$ cat src/rtl/shiftreg_pkg.sv
// shiftreg_pkg: shared state encoding, default word lengths and reference words for the serializer
// Ports: none (package). Optional feature macro used by the top: SHIFTREG_SERIALIZER_REPEAT_EN.
package shiftreg_pkg;
    typedef enum logic [1:0] {IDLE, DYN, STAT, GAP} state_t;
    localparam int DYN_LEN = 16;
    localparam int STAT_LEN = 88;
    localparam logic [DYN_LEN-1:0] DYN_DEFAULT = 16'hABCD;
    localparam logic [STAT_LEN-1:0] STAT_DEFAULT = 88'h123456789ABCDEF1234567;
    function automatic int max3(input int a, input int b, input int c);
        int m;
        m = a > b ? a : b;
        return m > c ? m : c;
    endfunction
endpackage

$ cat src/rtl/shiftreg_piso.sv
// shiftreg_piso: parallel-load, left-shift register exposing its MSB
// Ports: clk, rst_n (async active low), load (capture d), shift (shift left, zero fill), d (parallel word), msb (current MSB)
module shiftreg_piso
    import shiftreg_pkg::*;
#(
    parameter int W = DYN_LEN
) (
    input  logic         clk,
    input  logic         rst_n,
    input  logic         load,
    input  logic         shift,
    input  logic [W-1:0] d,
    output logic         msb
);
    logic [W-1:0] q;
    always_ff @(posedge clk or negedge rst_n)
        if (!rst_n) q <= '0;
        else if (load) q <= d;
        else if (shift) q <= {q[W-2:0], 1'b0};
    assign msb = q[W-1];
endmodule

$ cat src/rtl/shiftreg_serializer.sv
// shiftreg_serializer: serializes a dynamic then a static word MSB first with matching select strobes
// Ports: CLK, RST_N (async active low), load_valid/load_ready (accept handshake, ready = IDLE),
//        dyn_word, stat_word (parallel words), SELDYN, SELSTAT (select strobes), signal_out (serial data),
//        busy (frame in progress), frame_done (pulse in first gap cycle)
// Optional: define SHIFTREG_SERIALIZER_REPEAT_EN to resend the last accepted words whenever idle without load_valid.
module shiftreg_serializer
    import shiftreg_pkg::*;
#(
    parameter int SIZESRDYN  = DYN_LEN,
    parameter int SIZESRSTAT = STAT_LEN,
    parameter int SIZEGAP    = 2
) (
    input  logic                  CLK,
    input  logic                  RST_N,
    input  logic                  load_valid,
    output logic                  load_ready,
    input  logic [SIZESRDYN-1:0]  dyn_word,
    input  logic [SIZESRSTAT-1:0] stat_word,
    output logic                  SELDYN,
    output logic                  SELSTAT,
    output logic                  signal_out,
    output logic                  busy,
    output logic                  frame_done
);
    localparam int CW = $clog2(max3(SIZESRDYN, SIZESRSTAT, SIZEGAP) + 1);
    state_t state;
    logic [CW-1:0] cnt;
    logic accept, start, last, dyn_msb, stat_msb;
    logic [SIZESRDYN-1:0] src_dyn;
    logic [SIZESRSTAT-1:0] src_stat;
    assign load_ready = state == IDLE;
    assign accept = load_valid && load_ready;
    assign last = cnt == CW'(1);
`ifdef SHIFTREG_SERIALIZER_REPEAT_EN
    logic sent;
    logic [SIZESRDYN-1:0] ret_dyn;
    logic [SIZESRSTAT-1:0] ret_stat;
    always_ff @(posedge CLK or negedge RST_N)
        if (!RST_N) begin
            sent <= 1'b0;
            ret_dyn <= '0;
            ret_stat <= '0;
        end else if (accept) begin
            sent <= 1'b1;
            ret_dyn <= dyn_word;
            ret_stat <= stat_word;
        end
    // A fresh load_valid in IDLE takes priority over the repeat.
    assign start = accept || (load_ready && sent);
    assign src_dyn = accept ? dyn_word : ret_dyn;
    assign src_stat = accept ? stat_word : ret_stat;
`else
    assign start = accept;
    assign src_dyn = dyn_word;
    assign src_stat = stat_word;
`endif
    // The dynamic MSB goes straight to signal_out on the start edge, so its shadow is
    // loaded pre-shifted; the static shadow shifts from the DYN->STAT edge onward.
    shiftreg_piso #(.W(SIZESRDYN)) u_dyn (
        .clk(CLK), .rst_n(RST_N), .load(start), .shift(state == DYN),
        .d({src_dyn[SIZESRDYN-2:0], 1'b0}), .msb(dyn_msb)
    );
    shiftreg_piso #(.W(SIZESRSTAT)) u_stat (
        .clk(CLK), .rst_n(RST_N), .load(start), .shift((state == DYN && last) || state == STAT),
        .d(src_stat), .msb(stat_msb)
    );
    always_ff @(posedge CLK or negedge RST_N)
        if (!RST_N) begin
            state <= IDLE;
            cnt <= '0;
            SELDYN <= 1'b0;
            SELSTAT <= 1'b0;
            signal_out <= 1'b0;
            busy <= 1'b0;
            frame_done <= 1'b0;
        end else begin
            frame_done <= 1'b0;
            case (state)
                IDLE: if (start) begin
                    state <= DYN;
                    cnt <= CW'(SIZESRDYN);
                    SELDYN <= 1'b1;
                    signal_out <= src_dyn[SIZESRDYN-1];
                    busy <= 1'b1;
                end
                DYN: if (last) begin
                    state <= STAT;
                    cnt <= CW'(SIZESRSTAT);
                    SELDYN <= 1'b0;
                    SELSTAT <= 1'b1;
                    signal_out <= stat_msb;
                end else begin
                    cnt <= cnt - CW'(1);
                    signal_out <= dyn_msb;
                end
                STAT: if (last) begin
                    state <= GAP;
                    cnt <= CW'(SIZEGAP);
                    SELSTAT <= 1'b0;
                    signal_out <= 1'b0;
                    frame_done <= 1'b1;
                end else begin
                    cnt <= cnt - CW'(1);
                    signal_out <= stat_msb;
                end
                GAP: if (last) begin
                    state <= IDLE;
                    busy <= 1'b0;
                end else cnt <= cnt - CW'(1);
                default: state <= IDLE;
            endcase
        end
endmodule

$ cat config.mk
export PLATFORM = sky130hd
export DESIGN_NAME = shiftreg_serializer
export DESIGN_NICKNAME = d
export VERILOG_FILES = /design/src/rtl/shiftreg_pkg.sv /design/src/rtl/shiftreg_piso.sv /design/src/rtl/shiftreg_serializer.sv
export SDC_FILE = /design/constraint.sdc
export NUM_CORES = 1
export LEC_CHECK = 0
export CELL_PAD_IN_SITES_DETAIL_PLACEMENT = 2
export CELL_PAD_IN_SITES_GLOBAL_PLACEMENT = 2
export CORE_AREA = 2 2 132 134
export DETAILED_ROUTE_END_ITERATION = 7
export DIE_AREA = 0 0 134 136
export PLACE_DENSITY = 0.85
export SYNTH_ARGS = -nofsm -noshare
export SYNTH_HDL_FRONTEND = slang
export SYNTH_HIERARCHICAL = 1
export SYNTH_SLANG_ARGS = --single-unit
$ cat constraint.sdc
create_clock -name CLK -period 3.9 [get_ports CLK]
set_input_delay 0.975 -clock CLK [delete_from_list [all_inputs] [get_ports CLK]]
set_output_delay 0.975 -clock CLK [all_outputs]
set_load 0.005 [all_outputs]
**After elaboration in Yosys (flattened, before gate mapping)**

Index checks and enable logic that the tools add are counted.

- Input port bits: 107
- Word-level logic and storage cells: 61
- Register bits after elaboration: 118
- Output and inout port bits: 6

- Reduce and logical (&&, ||, !) cells: 16
- Mux-type cells: 26
- $add $sub $neg: 1
- Equality and inequality tests: 9

Operators by type and width:

| kind | count |
|---|---|
| $mux 88 | 2 |
| $mux 16 | 2 |
| $mux 7 | 4 |
| $pmux 7 s4 | 1 |
| $reduce_bool 2->1 | 5 |
| $reduce_and 3->1 | 3 |
| $mux 1 | 8 |
| $mux 2 | 4 |
| $ne 2x2->1 const B | 4 |
| $pmux 2 s4 | 1 |
| $eq 7x1->1 const B | 1 |
| $sub 7x1->7 const B | 1 |
| $pmux 1 s2 | 3 |
| $eq 2x2->1 const B | 2 |
| $reduce_and 2->1 | 2 |
| $reduce_and 4->1 | 1 |
| $pmux 1 s3 | 1 |
| $reduce_bool 3->1 | 1 |
| $eq 2x1->1 const B | 1 |
| $logic_and 1x1->1 | 2 |
| $logic_not 2->1 | 1 |
| $ne 2x1->1 const B | 1 |
| $logic_or 1x1->1 | 1 |

**Longest topological paths before layout**

Gate-level depths: netlist of run 1.

- Depth after elaboration: 5
- Depth in mapped cells: 10
- Gate-level depth less buffers: 7

**By module**

The synthesis of run 1 kept the hierarchy.

Modules (own cells, without submodules):

| module | cells each | seq. area each (µm²) | times used | area each (µm²) |
|---|---|---|---|---|
| shiftreg_piso (u_stat) | 381 | 2,202.1 | 1 | 4,067.7 |
| shiftreg_serializer | 104 | 350.3 | 1 | 948.4 |
| shiftreg_piso (u_dyn) | 69 | 400.4 | 1 | 742.0 |

**Worst setup path after synthesis of run 1**

OpenSTA, ideal clock, no wires.

- Path kind: register -> register
- From: register cnt[1]
- To: register u_stat.q[76]
- Path buffers: 3
- Period minus slack after synthesis: 1.938 ns
- Setup slack: 1.962 ns
- Arrival: 1.806 ns
- Required time: 3.768 ns
- Setup time: 0.132 ns
- Cell stages (with the launch flop): 11
- Path through: dfrtp_1 > inv_1 > ha_1 > nor3b_4 > nand3_1 > nand2b_1 > buf_6 > buf_12 > buf_8 > mux2i_1 > o21ai_1

- Cells in the longest elaborated chain, start to end: 4

RTL lines:

| item | RTL line | text |
|---|---|---|
| from (decl) | shiftreg_serializer.sv:27 | `logic [CW-1:0] cnt;` |
| from (signal assigned) | shiftreg_serializer.sv:81 | `cnt <= CW'(SIZESRDYN);` |
| from (signal assigned) | shiftreg_serializer.sv:88 | `cnt <= CW'(SIZESRSTAT);` |
| from (signal assigned) | shiftreg_serializer.sv:93 | `cnt <= cnt - CW'(1);` |
| $eq 7x1->1 | shiftreg_serializer.sv:33 | `assign last = cnt == CW'(1);` |
| $logic_and 1x1->1 | shiftreg_serializer.sv:64 | `.clk(CLK), .rst_n(RST_N), .load(start), .shift((state == DYN && last) \|\| state == STAT),` |
| $logic_or 1x1->1 | shiftreg_serializer.sv:64 |  |
| $reduce_bool 2->1 (no line) | -- |  |
| to (signal assigned) | shiftreg_piso.sv:19 | `else if (shift) q <= {q[W-2:0], 1'b0};` |
| to (decl) | shiftreg_piso.sv:15 | `logic [W-1:0] q;` |

Every way passes these cells.
A chain may end at the register's enable or synchronous reset.

**Worst setup path after layout of run 1**

- From: register state[0]
- To: output port load_ready

- Cells in the longest elaborated chain, start to end: 1

RTL lines:

| item | RTL line | text |
|---|---|---|
| from (decl) | shiftreg_serializer.sv:26 | `state_t state;` |
| from (signal assigned) | shiftreg_serializer.sv:69 | `state <= IDLE;` |
| from (signal assigned) | shiftreg_serializer.sv:80 | `state <= DYN;` |
| from (signal assigned) | shiftreg_serializer.sv:87 | `state <= STAT;` |
| $logic_not 2->1 | shiftreg_serializer.sv:31 | `assign load_ready = state == IDLE;` |
| to (decl) | shiftreg_serializer.sv:16 | `output logic load_ready,` |

Every way passes these cells.

==> results of run 1 <==
through the flow:
step | worst slack (ns) | area (µm²) | hold slack, ns
global route | 0.768 | 7600 | 0.558
finish | 0.899 | 7600 | 0.522
global placement | 1.26 | 6980 | 0.505
CTS | 0.868 | 7600 | 0.531
floorplan | 1.96 | 5760 | 0.495
detailed placement | 1.11 | 6980 | 0.523
logic make-up after synthesis:
logic type	Yosys count	share of synthesized area
compound gates	129	0.121
xor+xnor	1	0.00152
fa+ha+maj	7	0.0152
buf+inv	50	0.0582
flops	118	0.513
mux	105	0.183
other cells	1	0.000651
simple gates	143	0.108
metal layers:
metal  vias up  GRT usage
met4         0     0.0674
met1      2237      0.212
met2        86      0.337
li1       2112          -
met3        23     0.0447
met5         -          0
path summary, 6_finish.rpt:
check,from,end,depth (start not counted),slack [ns]
worst min-delay path,SELSTAT,SELSTAT,2,0.52
worst max-delay path,state[0],load_ready,3,0.90
worst min register to register,SELSTAT,SELSTAT,2,0.52
max in group asynchronous,RST_N,u_stat/q[53],2,2.47
worst max register to register,cnt[3],u_stat/q[61],6,1.15
min in group asynchronous,RST_N,u_dyn/q[10],1,0.57
power groups by stage:
| stage | logic [µW] | registers, µW | clock network, µW |
|---|---|---|---|
| 4_1_cts | 2540 | 2240 | 1690 |
| 2_1_floorplan | 2010 | 2100 | 0 |
| 6_report | 2480 | 2220 | 1650 |
| 5_1_grt | 2810 | 2300 | 1750 |
| 3_5_place_dp | 2510 | 2240 | 0 |
| 3_3_place_gp | 2280 | 2180 | 0 |
cell usage after synthesis (2+ instances only):
master,instances,share of area
a21oi_1,5,0.0043
ha_1,7,0.015
a22o_1,2,0.0030
o21ai_0,81,0.070
a211oi_1,2,0.0026
nand2_1,110,0.072
nor2_1,8,0.0052
buf_6,9,0.018
nor3b_1,2,0.0026
o21ai_1,28,0.024
clkbuf_1,13,0.0085
inv_1,10,0.0065
nand2b_1,3,0.0033
o211a_1,2,0.0035
nor3_1,2,0.0017
a31oi_1,2,0.0022
dfrtp_1,118,0.51
buf_2,13,0.011
and2_1,2,0.0022
nand3_1,4,0.0035
nand4_1,2,0.0022
buf_12,3,0.010
mux2i_1,104,0.18
cell type report:
cell class,count,area share
clock inverters,13,0.0237
inverters,10,0.00494
well taps,225,0.0370
clock buffers,19,0.0583
flip-flops and latches,118,0.389
multi-input cells,386,0.326
repair buffers,121,0.161
registers in the layout (all words and copies together), names as in the netlist:
| register | cells |
|---|---|
| u_stat/q | 88 |
| SELSTAT | 1 |
| SELDYN | 1 |
| busy | 1 |
| state | 2 |
| u_dyn/q | 16 |
| signal_out | 1 |
| cnt | 7 |
| frame_done | 1 |
worst max-delay path: cells and delay by family (launching register included):
| family | cells | cell delay (ns) |
|---|---|---|
| flip-flops | 1 | 0.43 |
| buffers and inverters | 2 | 0.72 |
| adder cells (fa/ha/maj) | 1 | 0.45 |
==> qor.tcl, run 1 <==
set qor(grt_first_pass_wirelength_um) 26300
set qor(worst_pin_slew_ns) 0.703
set qor(final_antenna_net_count) 0
set qor(storage_element_area_um2) 2950
set qor(post_synth_edffs) 0
set qor(synthesized_netlist_net_count) 668
set qor(dp_hpwl_um) 10900
set qor(n_antenna_cell) 0
set qor(grt_setup_unrepaired) {no}
set qor(cts_buf_count) 17
set qor(p_per_area_nw_per_um2) 837
set qor(groute.usage.overall) 0.185
set qor(p_leak_uw) 0.00313
set qor(cts.root.buffer_cell) {clkbuf_16}
set qor(cp_data_required_time_ns) 2.92
set qor(numPortBuffers) 112
set qor(ys_warn_count) 6
set qor(net_count_of_the_finished_layout) 768
set qor(ios) 113
set qor(combinational_power_share) 0.391
set qor(synth_area_per_cell_um2) 10.4
set qor(detailroute.via_count) 4458
set qor(drc_errors) 0
set qor(route.detailed.wl_per_inst_um) 17.9
set qor(setup-tns-final_ns) 0
set qor(setup.worst_path.start_class) {register}
set qor(postCtsResizedCells) 0
set qor(total_of_flip_flops_plus_latches_after_synthesis) 118
set qor(fp.dieW_um) 134
set qor(start_util) 0.341
set qor(die_y_um) 136
set qor(internal-power_uw) 4060
set qor(cp_max_fo) 12
set qor(cells_after_synthesis) 554
set qor(std_cell_rows) 48
set qor(timing.critical_path.arrival_ns) 2.03
set qor(mappedNetlistArea_um2) 5760
set qor(fillCellCount) 1752
set qor(final_period_minus_worst_setup_slack_ns) 3.00
set qor(max_stage_delay_ns) 0.61
set qor(ys_dominant_reg_cell) {dfrtp_1}
set qor(clock_sink_count) 118
set qor(status) {finished clean}
set qor(cpMaxStageDelayCell) {clkdlybuf4s50_1}
set qor(grt.overflow.total) 0
set qor(hp-class) {register to register}
set qor(mostFrequentLayoutCell) {dfrtp_1}
set qor(area_growth_syn_to_layout_pct) 32.0
set qor(design.die.area_um2) 18200
set qor(cts_hold_repair.buffers) 0
set qor(first_global_vias) 5117
set qor(core_area_um2) 16900
set qor(layout.cells.most_common_list) {dfrtp_1, clkdlybuf4s50_1, nand2_1, mux2i_1, o21ai_0}
set qor(grt_antenna_before_repair) 0
set qor(yosysUniqueCellTypes) 45
set qor(final_util) 0.450
set qor(finish.cell_count_without_fillers) 892
set qor(total_switching_power_uw) 2300
set qor(worst_ir_drop_on_vdd_uv) 810
set qor(timing.critical_path.cells) {inv_1 > ha_1 > clkdlybuf4s50_1}
set qor(drtPass1Iterations) 4
set qor(timing_worst_setup_path_type) {register to primary output}
set qor(power_uw) 6360
set qor(power.share.clock) 0.260
set qor(finalClockSkew_ns) 0.00646
set qor(clk_lat_worst_skew_ns) 0.42
set qor(multi_input_area_um2) 2480
set qor(largest_net_degree_at_the_start_of_global_routing) 89
set qor(route.detailed.vias_per_inst) 5.00
set qor(wl_met1_um) 6700
set qor(post_route_cells_drive_above_1_share) 0.0705
set qor(h-tree-depth) 4
set qor(dp_cells) 860
set qor(dr_wl_met2_um) 8410
set qor(timing.final.hold_violations) 0
set qor(maxSlewViolCount) 0
set qor(gp_congestion) 0.759
set qor(drt_first_iter_violations) 141
set qor(setup-violations-final) 0
set qor(cts-root-to-sink-buffers) 2
set qor(ys_seq_area_frac) 0.513
set qor(fin_crit_share) 0.770
set qor(power.share.switching) 0.361
set qor(p_seq_frac) 0.349
set qor(detail_route.wirelength_um) 15900
set qor(post_cts_buffers) 0
set qor(timing.max_slew.rel_slack) 0.530
set qor(routed.top_layer) {met4}
set qor(cp-end-kind) {primary output}
set qor(worst_setup_hold_path_clk_slew_ns) 0.06
set qor(met3RoutedLength_um) 526
set qor(async_reset_ff_frac) 1.00
set qor(cts_tree) {yes}
set qor(maxCapViolations) 0
set qor(fmax_mhz) 333
Note: power is estimated with default switching activity, not from simulation.
==> inputs of run 2 (changes only) <==
Settings changed: CORE_AREA 2 2 132 134 to 2 2 142 144, DIE_AREA 0 0 134 136 to 0 0 144 146, PLACE_DENSITY 0.85 to 0.78.
Clock period 3.9 ns to 2.5 ns, I/O delays scaled along.
==> run 2 against run 1 <==
Compared with the run above:
- die area rose by 15%
- flip-flop and latch count unchanged
- non-clock buffer count is 10 higher
- combinational power increased by 62%
- sequential share of layout area down 0.88 points
- cell count increased by 5.6%
- utilization shrank 4.8 points
- sequential power rose by 56%
- clock power rose by 52%
- hold slack got worse by 0.35 ns
==> qor.tcl, run 2 (synthesis gave the netlist of run 1 again) <==
set qor(gp_congestion) 0.757
set qor(fin_crit_share) 0.933
set qor(final_period_minus_worst_setup_slack_ns) 2.33
set qor(fmax_mhz) 429
set qor(drt_first_iter_violations) 118
set qor(cts.root.buffer_cell) {clkbuf_16}
set qor(cts_tree) {yes}
set qor(clk_lat_worst_skew_ns) 0.41
set qor(detailroute.via_count) 4478
set qor(grt_first_pass_wirelength_um) 26700
set qor(internal-power_uw) 6460
set qor(n_antenna_cell) 0
set qor(largest_register_ff_count) 88
set qor(fp.dieW_um) 144
set qor(worst_pin_slew_ns) 0.621
set qor(route.detailed.vias_per_inst) 4.75
set qor(timing_worst_setup_path_type) {register to primary output}
set qor(post_route_cells_drive_above_1_share) 0.0827
set qor(multi_input_area_um2) 2480
set qor(post_cts_buffers) 0
set qor(p_leak_uw) 0.00321
set qor(cp-end-kind) {primary output}
set qor(cp_max_fo) 5
set qor(setup.worst_path.start_class) {register}
set qor(drc_errors) 0
set qor(std_cell_rows) 51
set qor(crit-reg2reg-capture) {u_stat/q[61]}
set qor(grt.overflow.total) 0
set qor(worst_r2r_start) {cnt[1]}
set qor(fillCellCount) 2052
set qor(power_uw) 10000
set qor(die_y_um) 146
set qor(mostFrequentLayoutCell) {dfrtp_1}
set qor(cp_data_required_time_ns) 1.88
set qor(first_global_vias) 5135
set qor(dp_slack_ns) 0.239
set qor(drtPass1Iterations) 6
set qor(final_util) 0.402
set qor(ff2ff_setup_slack_ns) 0.22
set qor(fin_area_um2) 7770
set qor(groute.usage.overall) 0.161
set qor(setup-tns-final_ns) 0
set qor(p_seq_frac) 0.346
set qor(timing.critical_path.arrival_ns) 1.71
set qor(maxCapViolations) 0
set qor(total_switching_power_uw) 3550
set qor(detail_route.wirelength_um) 16000
set qor(storage_element_area_um2) 2950
set qor(area_growth_syn_to_layout_pct) 35.0
set qor(largest_net_degree_at_the_start_of_global_routing) 60
set qor(p_per_area_nw_per_um2) 1290
set qor(grt_antenna_before_repair) 1
set qor(cts_buf_count) 17
set qor(maxSlewViolCount) 0
set qor(ios) 113
set qor(core_area_um2) 19300
set qor(design.die.area_um2) 21000
set qor(combinational_power_share) 0.403
set qor(start_util) 0.298
set qor(power.share.clock) 0.251
set qor(finalClockSkew_ns) 0.00641
set qor(power.share.switching) 0.355
set qor(net_count_of_the_finished_layout) 778
set qor(dp_hpwl_um) 11300
set qor(timing.max_slew.rel_slack) 0.582
set qor(clock_sink_count) 118
set qor(layout.cells.most_common_list) {dfrtp_1, clkdlybuf4s50_1, nand2_1, mux2i_1, o21ai_0}
set qor(cts_hold_repair.buffers) 0
set qor(setup_slack_ns) 0.167
set qor(numPortBuffers) 112
set qor(final_antenna_net_count) 0
set qor(route.detailed.wl_per_inst_um) 17.0
set qor(grt_setup_unrepaired) {no}
set qor(timing.final.hold_violations) 0
set qor(post_dp_cell_area_um2) 7160
set qor(worst_setup_hold_path_clk_slew_ns) 0.05
set qor(h-tree-depth) 4
set qor(setup-violations-final) 0
set qor(cts-root-to-sink-buffers) 2
set qor(reg2reg_depth) 8
set qor(status) {finished clean}
set qor(postCtsResizedCells) 0
set qor(hp-class) {input pin to async pin}
set qor(worst_ir_drop_on_vdd_uv) 418
set qor(reg_top3) {u_stat/q x88, u_dyn/q x16, cnt x7}
set qor(register_with_the_most_flip_flops) {u_stat/q}
## run 2: cell types whose count changed in the layout (fill, tap and decap cells not counted), sizes merged
cell | previous run | this run
clkbuf | 19 | 23
clkinvlp | 6 | 1
buf | 10 | 20
clkinv | 3 | 5
bufinv | 4 | 3
## run 2: area by class of cell
class | instances | share of cell area
Tap cell | 265 | 0.0427
Clock buffer | 23 | 0.0628
Multi-Input combinational cell | 386 | 0.319
Sequential cell | 118 | 0.380
Clock inverter | 9 | 0.0158
Timing Repair Buffer | 131 | 0.175
Inverter | 10 | 0.00483
## run 2: critical path, stage by stage (launching register included)
cell	delay (ns)
dfrtp_1	0.43
inv_1	0.12
ha_1	0.23
clkdlybuf4s50_1	0.52
## run 2: per-layer routing
metal,vias up,track usage,part of all wire
met5,-,0,0
met2,86,0.277,0.50
met3,15,0.0372,0.043
met4,0,0.0485,0.012
li1,2141,-,-
met1,2236,0.199,0.44
## run 2: worst max-delay path by stage
stage | startpoint | endpoint | slack [ns]
global placement | load_valid | u_stat/q[6] | 0.37
global route | state[0] | load_ready | 0.05
floorplan | cnt[1] | u_stat/q[76] | 0.56
finish | state[0] | load_ready | 0.17
CTS | state[0] | load_ready | 0.14
detailed placement | cnt[1] | u_stat/q[10] | 0.24
## run 2: metrics by stage
stage	std cells	hold WS (ns)
finish	942	0.174
global route	942	0.193
CTS	942	0.189
detailed placement	910	0.515
global placement	910	0.507
floorplan	554	0.329
## run 2: power groups by stage
stage | Sequential, µW | Clock [µW] | Combinational, µW
finish | 3460 | 2510 | 4030
global route | 3590 | 2690 | 4550
CTS | 3490 | 2580 | 4120
detailed placement | 3510 | 0 | 4080
global placement | 3420 | 0 | 3760
floorplan | 3280 | 0 | 3130
